[src/rtl/score_display_pkg.sv]
// Shared geometry constants, pipeline stage record and BCD helper for the Pong score display.
package score_display_pkg;

    localparam int VERTICAL_SCORE_OFFSET = 16;
    localparam int GLYPH_W               = 4;
    localparam int GLYPH_H               = 7;
    localparam int DIGIT_PITCH           = 8;
    localparam int CRD_W                 = 12;

    typedef struct packed {
        logic       in_window;
        logic [2:0] col;
        logic [2:0] row;
        logic [3:0] digit;
        logic       blank;
        logic       blink_on;
    } s1_t;

    function automatic logic [15:0] to_bcd(input int unsigned v);
        logic [15:0] r;
        int unsigned t;
        r = '0;
        t = v;
        for (int i = 0; i < 4; i++) begin
            r[4*i +: 4] = 4'(t % 10);
            t = t / 10;
        end
        return r;
    endfunction

endpackage

[src/rtl/score_display_if.sv]
// Pixel/score bus between the video timing side and one player's score display.
interface score_display_if #(
    parameter int NUM_DIGITS = 2
) ();
    logic [11:0]               x;
    logic [11:0]               y;
    logic [11:0]               horizontal_offset;
    logic                      point;
    logic                      new_game;
    logic                      frame_tick;
    logic                      out;
    logic                      win;
    logic [4*NUM_DIGITS-1:0]   score_bcd;

    modport master (
        output x, y, horizontal_offset, point, new_game, frame_tick,
        input  out, win, score_bcd
    );

    modport slave (
        input  x, y, horizontal_offset, point, new_game, frame_tick,
        output out, win, score_bcd
    );
endinterface

[src/rtl/score_display_glyph_rom.sv]
// 4x7 block-font digit ROM; each glyph row is one nibble, bit 3 is the leftmost column.
module score_glyph_rom (
    input  logic [3:0] digit,
    input  logic [2:0] row,
    output logic [3:0] bits
);

    logic [27:0] glyph;

    // Row 0 sits in the most significant nibble.
    always_comb begin
        glyph = '0;
        case (digit)
            4'd0: glyph = 28'hF99999F;
            4'd1: glyph = 28'h2622227;
            4'd2: glyph = 28'hF11F88F;
            4'd3: glyph = 28'hF11F11F;
            4'd4: glyph = 28'h999F111;
            4'd5: glyph = 28'hF88F11F;
            4'd6: glyph = 28'hF88F99F;
            4'd7: glyph = 28'hF112444;
            4'd8: glyph = 28'hF99F99F;
            4'd9: glyph = 28'hF99F11F;
            default: glyph = '0;
        endcase
    end

    always_comb begin
        bits = '0;
        if (row != 3'd7) begin
            bits = 4'(glyph >> (4 * (6 - int'(row))));
        end
    end

endmodule

[src/rtl/score_display.sv]
// Per-player BCD score counter with win flag, win blink and a 2-stage block-font pixel renderer.
module score_display
    import score_display_pkg::*;
#(
    parameter int NUM_DIGITS   = 2,
    parameter int SEG_SIZE     = 4,
    parameter int WIN_SCORE    = 11,
    parameter int BLINK_FRAMES = 16
) (
    input  logic           clk,
    input  logic           rst_n,
    score_display_if.slave bus
);

    localparam int SW    = 4 * NUM_DIGITS;
    localparam int SHIFT = $clog2(SEG_SIZE);
    localparam int CNT_W = (BLINK_FRAMES > 1) ? $clog2(BLINK_FRAMES) : 1;

    localparam logic [15:0]      WIN_BCD16  = to_bcd(WIN_SCORE);
    localparam logic [15:0]      NINES_BCD16 = to_bcd((10 ** NUM_DIGITS) - 1);
    localparam logic [SW-1:0]    WIN_BCD    = WIN_BCD16[SW-1:0];
    localparam logic [SW-1:0]    ALL_NINES  = NINES_BCD16[SW-1:0];
    localparam logic [CNT_W-1:0] BLINK_LAST = CNT_W'(BLINK_FRAMES - 1);

    localparam logic [CRD_W-1:0] WIN_W_PIX = CRD_W'(NUM_DIGITS * DIGIT_PITCH * SEG_SIZE);
    localparam logic [CRD_W-1:0] WIN_H_PIX = CRD_W'(GLYPH_H * SEG_SIZE);
    localparam logic [CRD_W-1:0] VSO       = CRD_W'(VERTICAL_SCORE_OFFSET);

    logic [SW-1:0]    score_q, score_d;
    logic             win_q, win_d;
    logic [CNT_W-1:0] blink_cnt_q, blink_cnt_d;
    logic             blink_on_q, blink_on_d;
    s1_t              s1_q, s1_d;
    logic             out_q, out_d;

    logic [SW-1:0]    score_inc;
    logic             carry;
    logic [CRD_W-1:0] rx, ry;
    logic             in_win;
    logic [1:0]       slot;
    int               pos;
    logic [3:0]       rom_bits;
    logic             glyph_bit;

    always_ff @(posedge clk) begin
        if (!rst_n) begin
            score_q     <= '0;
            win_q       <= 1'b0;
            blink_cnt_q <= '0;
            blink_on_q  <= 1'b1;
            s1_q        <= '0;
            out_q       <= 1'b0;
        end else begin
            score_q     <= score_d;
            win_q       <= win_d;
            blink_cnt_q <= blink_cnt_d;
            blink_on_q  <= blink_on_d;
            s1_q        <= s1_d;
            out_q       <= out_d;
        end
    end

    // Ripple BCD increment from digit 0 upward.
    always_comb begin
        score_inc = score_q;
        carry     = 1'b1;
        for (int i = 0; i < NUM_DIGITS; i++) begin
            if (carry) begin
                if (score_inc[4*i +: 4] == 4'd9) begin
                    score_inc[4*i +: 4] = 4'd0;
                end else begin
                    score_inc[4*i +: 4] = score_inc[4*i +: 4] + 4'd1;
                    carry               = 1'b0;
                end
            end
        end
    end

    always_comb begin
        score_d     = score_q;
        win_d       = win_q;
        blink_cnt_d = blink_cnt_q;
        blink_on_d  = blink_on_q;
        if (bus.new_game) begin
            score_d     = '0;
            win_d       = 1'b0;
            blink_cnt_d = '0;
            blink_on_d  = 1'b1;
        end else begin
            if (bus.point && !win_q && (score_q != ALL_NINES)) begin
                score_d = score_inc;
            end
            if (score_q == WIN_BCD) begin
                win_d = 1'b1;
            end
            if (!win_q) begin
                blink_cnt_d = '0;
                blink_on_d  = 1'b1;
            end else if (bus.frame_tick) begin
                if (blink_cnt_q == BLINK_LAST) begin
                    blink_cnt_d = '0;
                    blink_on_d  = ~blink_on_q;
                end else begin
                    blink_cnt_d = blink_cnt_q + CNT_W'(1);
                end
            end
        end
    end

    assign rx     = bus.x - bus.horizontal_offset;
    assign ry     = bus.y - VSO;
    assign in_win = (bus.x >= bus.horizontal_offset) && (bus.y >= VSO) &&
                    (rx < WIN_W_PIX) && (ry < WIN_H_PIX);
    assign slot   = 2'(rx >> (SHIFT + 3));

    // Slot 0 is the leftmost, i.e. most significant, digit.
    always_comb begin
        s1_d           = '0;
        pos            = 0;
        s1_d.in_window = in_win;
        s1_d.col       = 3'(rx >> SHIFT);
        s1_d.row       = 3'(ry >> SHIFT);
        s1_d.blink_on  = blink_on_q;
        if (int'(slot) < NUM_DIGITS) begin
            pos        = NUM_DIGITS - 1 - int'(slot);
            s1_d.digit = score_q[4*pos +: 4];
            s1_d.blank = (pos != 0) && ((score_q >> (4 * pos)) == '0);
        end
    end

    score_glyph_rom u_rom (
        .digit (s1_q.digit),
        .row   (s1_q.row),
        .bits  (rom_bits)
    );

    assign glyph_bit = ~s1_q.col[2] & rom_bits[2'd3 - s1_q.col[1:0]];

    always_comb begin
        out_d = s1_q.in_window & glyph_bit & ~s1_q.blank & s1_q.blink_on;
    end

    assign bus.out       = out_q;
    assign bus.win       = win_q;
    assign bus.score_bcd = score_q;

endmodule

[src/flat_wrapper.sv]
// flat-port wrapper written by rule: the top's interface ports become plain ports
module score_display_flat import score_display_pkg::*;
#(
    parameter int NUM_DIGITS   = 2,
    parameter int SEG_SIZE     = 4,
    parameter int WIN_SCORE    = 11,
    parameter int BLINK_FRAMES = 16
)
  (clk, rst_n, bus_x, bus_y, bus_horizontal_offset, bus_point, bus_new_game, bus_frame_tick, bus_out, bus_win, bus_score_bcd);
  score_display_if #(.NUM_DIGITS(NUM_DIGITS)) bus_i ();
  input  logic clk;
  input  logic rst_n;
  input wire logic [$bits(bus_i.x)-1:0] bus_x;
  input wire logic [$bits(bus_i.y)-1:0] bus_y;
  input wire logic [$bits(bus_i.horizontal_offset)-1:0] bus_horizontal_offset;
  input wire logic [$bits(bus_i.point)-1:0] bus_point;
  input wire logic [$bits(bus_i.new_game)-1:0] bus_new_game;
  input wire logic [$bits(bus_i.frame_tick)-1:0] bus_frame_tick;
  output wire logic [$bits(bus_i.out)-1:0] bus_out;
  output wire logic [$bits(bus_i.win)-1:0] bus_win;
  output wire logic [$bits(bus_i.score_bcd)-1:0] bus_score_bcd;
  assign bus_i.x = bus_x;
  assign bus_i.y = bus_y;
  assign bus_i.horizontal_offset = bus_horizontal_offset;
  assign bus_i.point = bus_point;
  assign bus_i.new_game = bus_new_game;
  assign bus_i.frame_tick = bus_frame_tick;
  assign bus_out = bus_i.out;
  assign bus_win = bus_i.win;
  assign bus_score_bcd = bus_i.score_bcd;
  score_display #(.NUM_DIGITS(NUM_DIGITS), .SEG_SIZE(SEG_SIZE), .WIN_SCORE(WIN_SCORE), .BLINK_FRAMES(BLINK_FRAMES)) u_core (.clk(clk), .rst_n(rst_n), .bus(bus_i));
endmodule
[config.mk]
export PLATFORM = sky130hd
export DESIGN_NAME = score_display_flat
export DESIGN_NICKNAME = d
export VERILOG_FILES = /design/src/rtl/score_display_pkg.sv /design/src/rtl/score_display_if.sv /design/src/rtl/score_display_glyph_rom.sv /design/src/rtl/score_display.sv /design/src/flat_wrapper.sv
export SDC_FILE = /design/constraint.sdc
export NUM_CORES = 1
export LEC_CHECK = 0
export BUFFER_PORTS_ARGS = -buffer_cell sky130_fd_sc_hd__buf_2
export CORE_ASPECT_RATIO = 0.75
export CORE_MARGIN = 4
export CORE_UTILIZATION = 50
export CTS_CLUSTER_DIAMETER = 30
export DETAILED_ROUTE_END_ITERATION = 7
export GPL_ROUTABILITY_DRIVEN = 0
export GPL_TIMING_DRIVEN = 1
export PLACE_DENSITY = 0.74
export SLEW_MARGIN = 20
export SYNTH_ARGS = -nofsm -noshare
export SYNTH_HDL_FRONTEND = slang
export SYNTH_HIERARCHICAL = 1
export SYNTH_SLANG_ARGS = --single-unit
[constraint.sdc]
create_clock -name clk -period 3.24 [get_ports clk]
set_clock_uncertainty 0.2 [all_clocks]
set_input_delay 0 -clock clk [delete_from_list [all_inputs] [get_ports clk]]
set_output_delay 0 -clock clk [all_outputs]
set_load 0.05 [all_outputs]
==> flow_metrics.env <==
export IMPL_via_count=2277
export IMPL_crit_arrival_ns=2.79
export IMPL_p_per_area_nw_per_um2=313.5
export IMPL_timing_critical_path_from="bus_y[4]"
export IMPL_overflow=0
export IMPL_slowest_delay_ns=0.57
export IMPL_worst_slew_pin_transition_ns=0.5027
export IMPL_cp_start_kind="input port"
export IMPL_reg2reg_setup_slack_ns=0.50
export IMPL_dp_hpwl_mm=4.229
export IMPL_drtPass1Iterations=4
export IMPL_die_height_um=67.98
export IMPL_fin_crit_ns=2.761
export IMPL_clk_latency_ns=0.27
export IMPL_drt_iter0_drc=90
export IMPL_synthTopCellsByArea="dfxtp_1 23%, ha_1 13%, nor2_1 4.5%"
export IMPL_end_kind="flip-flop"
export IMPL_die_area_um2=5981
export IMPL_path_cells="dlygate4sd3_1 -> buf_2 -> inv_1 -> ha_1 -> inv_1 -> a2111oi_4 -> o2111ai_1 -> a2111oi_2 -> o211ai_1 -> nor4_2 -> dlygate4sd3_1"
export IMPL_maxCapViolCount=0
export IMPL_nNetsFinal=418
export IMPL_layout_setup_ws_ns=0.4790
export IMPL_grt_pass1_vias=2023
export IMPL_syn_nets=362
export IMPL_place_ws_ns=0.6065
export IMPL_crit_type="in2reg"
export IMPL_r2r_cells=8
export IMPL_cts_root_buf="clkbuf_8"
export IMPL_diodes=0
export IMPL_hp_start="bus_point"
export IMPL_post_route_drc_count=0
export IMPL_dieWidth_um=87.98
export IMPL_rsz0062_at_grt="no"
export IMPL_cts_made_buffers=3
export IMPL_yosysTopAreaCellShare_pct=23.37
export IMPL_drive_above_1_share_pct=19.89
export IMPL_status="complete, no violations"
export IMPL_p_leak_nw=1.269
export IMPL_antenna_found_initial=0
export IMPL_layout_common_cells="48 x buf_2, 29 x nor2_1, 28 x dfxtp_1, 27 x nand2_1, 24 x ha_1"
export IMPL_syn_area_per_cell_um2=8.076
export IMPL_final_common_cell="buf_2"
export IMPL_synth_top_cell_by_area="dfxtp_1"
export IMPL_critPathRequiredTime_ns=3.27
export IMPL_wirelength_mm=5.452
export IMPL_finalSetupViolCount=0
export IMPL_cts_resized=0
export IMPL_syn_inst=297
export IMPL_nFillCells=397
export IMPL_h_tree_depth=1
export IMPL_ys_warnings_count=6
export IMPL_whs_path_depth=5
export IMPL_grt_first_pass_wirelength_mm=9.204
export IMPL_yosysUniqueCellTypes=66
export IMPL_hold_class="in2reg"
export IMPL_ys_seq_elements=28
export IMPL_cts_tree="built"
export IMPL_max_freq_mhz=362.2
export IMPL_finalSetupTns_ns=0
export IMPL_r2r_start="u_core/s1_q[3]"
export IMPL_port_buffers=48
export IMPL_detail_route_antenna_nets=0
export IMPL_critPathSlowestCell="dlygate4sd3_1"
export IMPL_wire_per_inst_um=13.33
export IMPL_critPathMaxFanout=3
export IMPL_hold_viol=0
export IMPL_syn_area_um2=2399
export IMPL_core_area_um2=4546
export IMPL_cts_path_max_buffers=2
export IMPL_grt_max_degree=17
export IMPL_synth_main_ff_cell="dfxtp_1"
export IMPL_relSlewSlack_pct=66.44
export IMPL_numClockSinks=28
export IMPL_track_usage_pct=18.99
export IMPL_post_route_period_util_pct=85.22
export IMPL_io_pins=51
export IMPL_row_count=21
export IMPL_area_growth_pct=19.04
export IMPL_seq_area_frac_synth_pct=23.37
export IMPL_vdd_drop_max_mv=0.2079
export IMPL_via_per_inst=5.567
export IMPL_start_util_pct=52.77
export IMPL_path_clk_slew_ns=0.10
export IMPL_synth_edf_count=0
export IMPL_slew_viol_final=0
export IMPL_synth_async_reset_ratio_pct=0
## per-layer routing
metal	wire length [µm]	vias to the layer above	track usage [%]
li1	-	1171	-
met1	2546	1026	26.23
met2	2558	72	30.73
met3	294	8	4.212
met4	52	0	3.448
met5	0	-	0
## synthesized netlist by cell type, types with 2 or more instances
| cell type | instances |
|---|---|
| or3_1 | 2 |
| nand2b_1 | 4 |
| inv_1 | 23 |
| a31oi_1 | 7 |
| xnor2_1 | 9 |
| nor3_1 | 4 |
| and3_1 | 2 |
| a21o_1 | 3 |
| nand3_1 | 9 |
| xor2_1 | 5 |
| nor2_1 | 29 |
| mux2i_1 | 8 |
| o311ai_1 | 2 |
| o2111ai_1 | 3 |
| nand2_1 | 27 |
| a21oi_1 | 19 |
| nor2b_1 | 9 |
| o21ai_1 | 2 |
| ha_1 | 24 |
| nand4_1 | 7 |
| buf_2 | 6 |
| o21ai_0 | 12 |
| o211ai_1 | 4 |
| dfxtp_1 | 28 |
| nor2b_4 | 2 |
| and2_1 | 7 |
## cell families (layout without fill, tap and decap cells)
family | count (synthesis) | in the layout | synth area share (%)
XOR/XNOR | 15 | 15 | 5.791
AND/OR/NAND/NOR | 112 | 112 | 24.62
AO/OA/AOI/OAI | 74 | 74 | 22.85
multiplexers | 10 | 10 | 4.747
buffers and inverters | 34 | 89 | 6.103
adder cells (fa/ha/maj) | 24 | 24 | 12.52
flip-flops | 28 | 28 | 23.37
## registers in the layout, summed over array words and instances, names as in the netlist
register and count:
u_core/bus.out 1, u_core/bus.win 1, u_core/bus.score_bcd 8, u_core/blink_cnt_q 4, u_core/blink_on_q 1, u_core/s1_q 13
## worst max-delay path, delay by kind of cell
kind	cells	cell delay [ns]
buffers and inverters	5	1.33
AOI/OAI and AO/OA	4	0.93
and+or+nand+nor	1	0.26
adders and majority gates	1	0.27
## cell type report
cell class	instances	area (µm²)	share of cell area, %
Inverter	24	90.09	3.155
Clock buffer	3	41.29	1.446
Sequential cell	28	560.5	19.63
Multi-Input combinational cell	235	1692	59.25
Timing Repair Buffer	61	370.4	12.97
Tap cell	57	71.32	2.498
Clock inverter	1	30.03	1.052
## power by group
group / leakage [nW] / switching [mW] / internal [mW] / total [mW]
combinational: 1.00 / 0.141 / 0.120 / 0.261
sequential: 0.228 / 0.00838 / 0.354 / 0.363
clock: 0.0357 / 0.106 / 0.165 / 0.271
## final timing paths
| check | end |
|---|---|
| max reg2reg | u_core/bus.out |
| min | u_core/bus.score_bcd[5] |
| max | u_core/s1_q[12] |
| min reg2reg | u_core/blink_cnt_q[3] |
## metrics by stage
step | total power, mW | std cells | hold slack [ns] | instance area, µm² | utilization [%]
2_1_floorplan | 0.5561 | 297 | -0.1284 | 2399 | -
3_3_place_gp | 0.6109 | 392 | -0.006224 | 2654 | 58.38
3_5_place_dp | 0.6172 | 392 | -0.004437 | 2654 | 58.38
4_1_cts | 0.8989 | 409 | 0.03200 | 2855 | 62.81
5_1_grt | 0.9467 | 409 | 0.05952 | 2855 | 62.81
6_report | 0.8950 | 409 | 0.03772 | 2855 | 62.81
## repair_timing
item	CTS	global route
hold buffers	13	0
setup endpoints to repair	0	0
endpoints found under the hold margin	14	0
setup buffers	0	0
(Power assumes the default switching activity.)
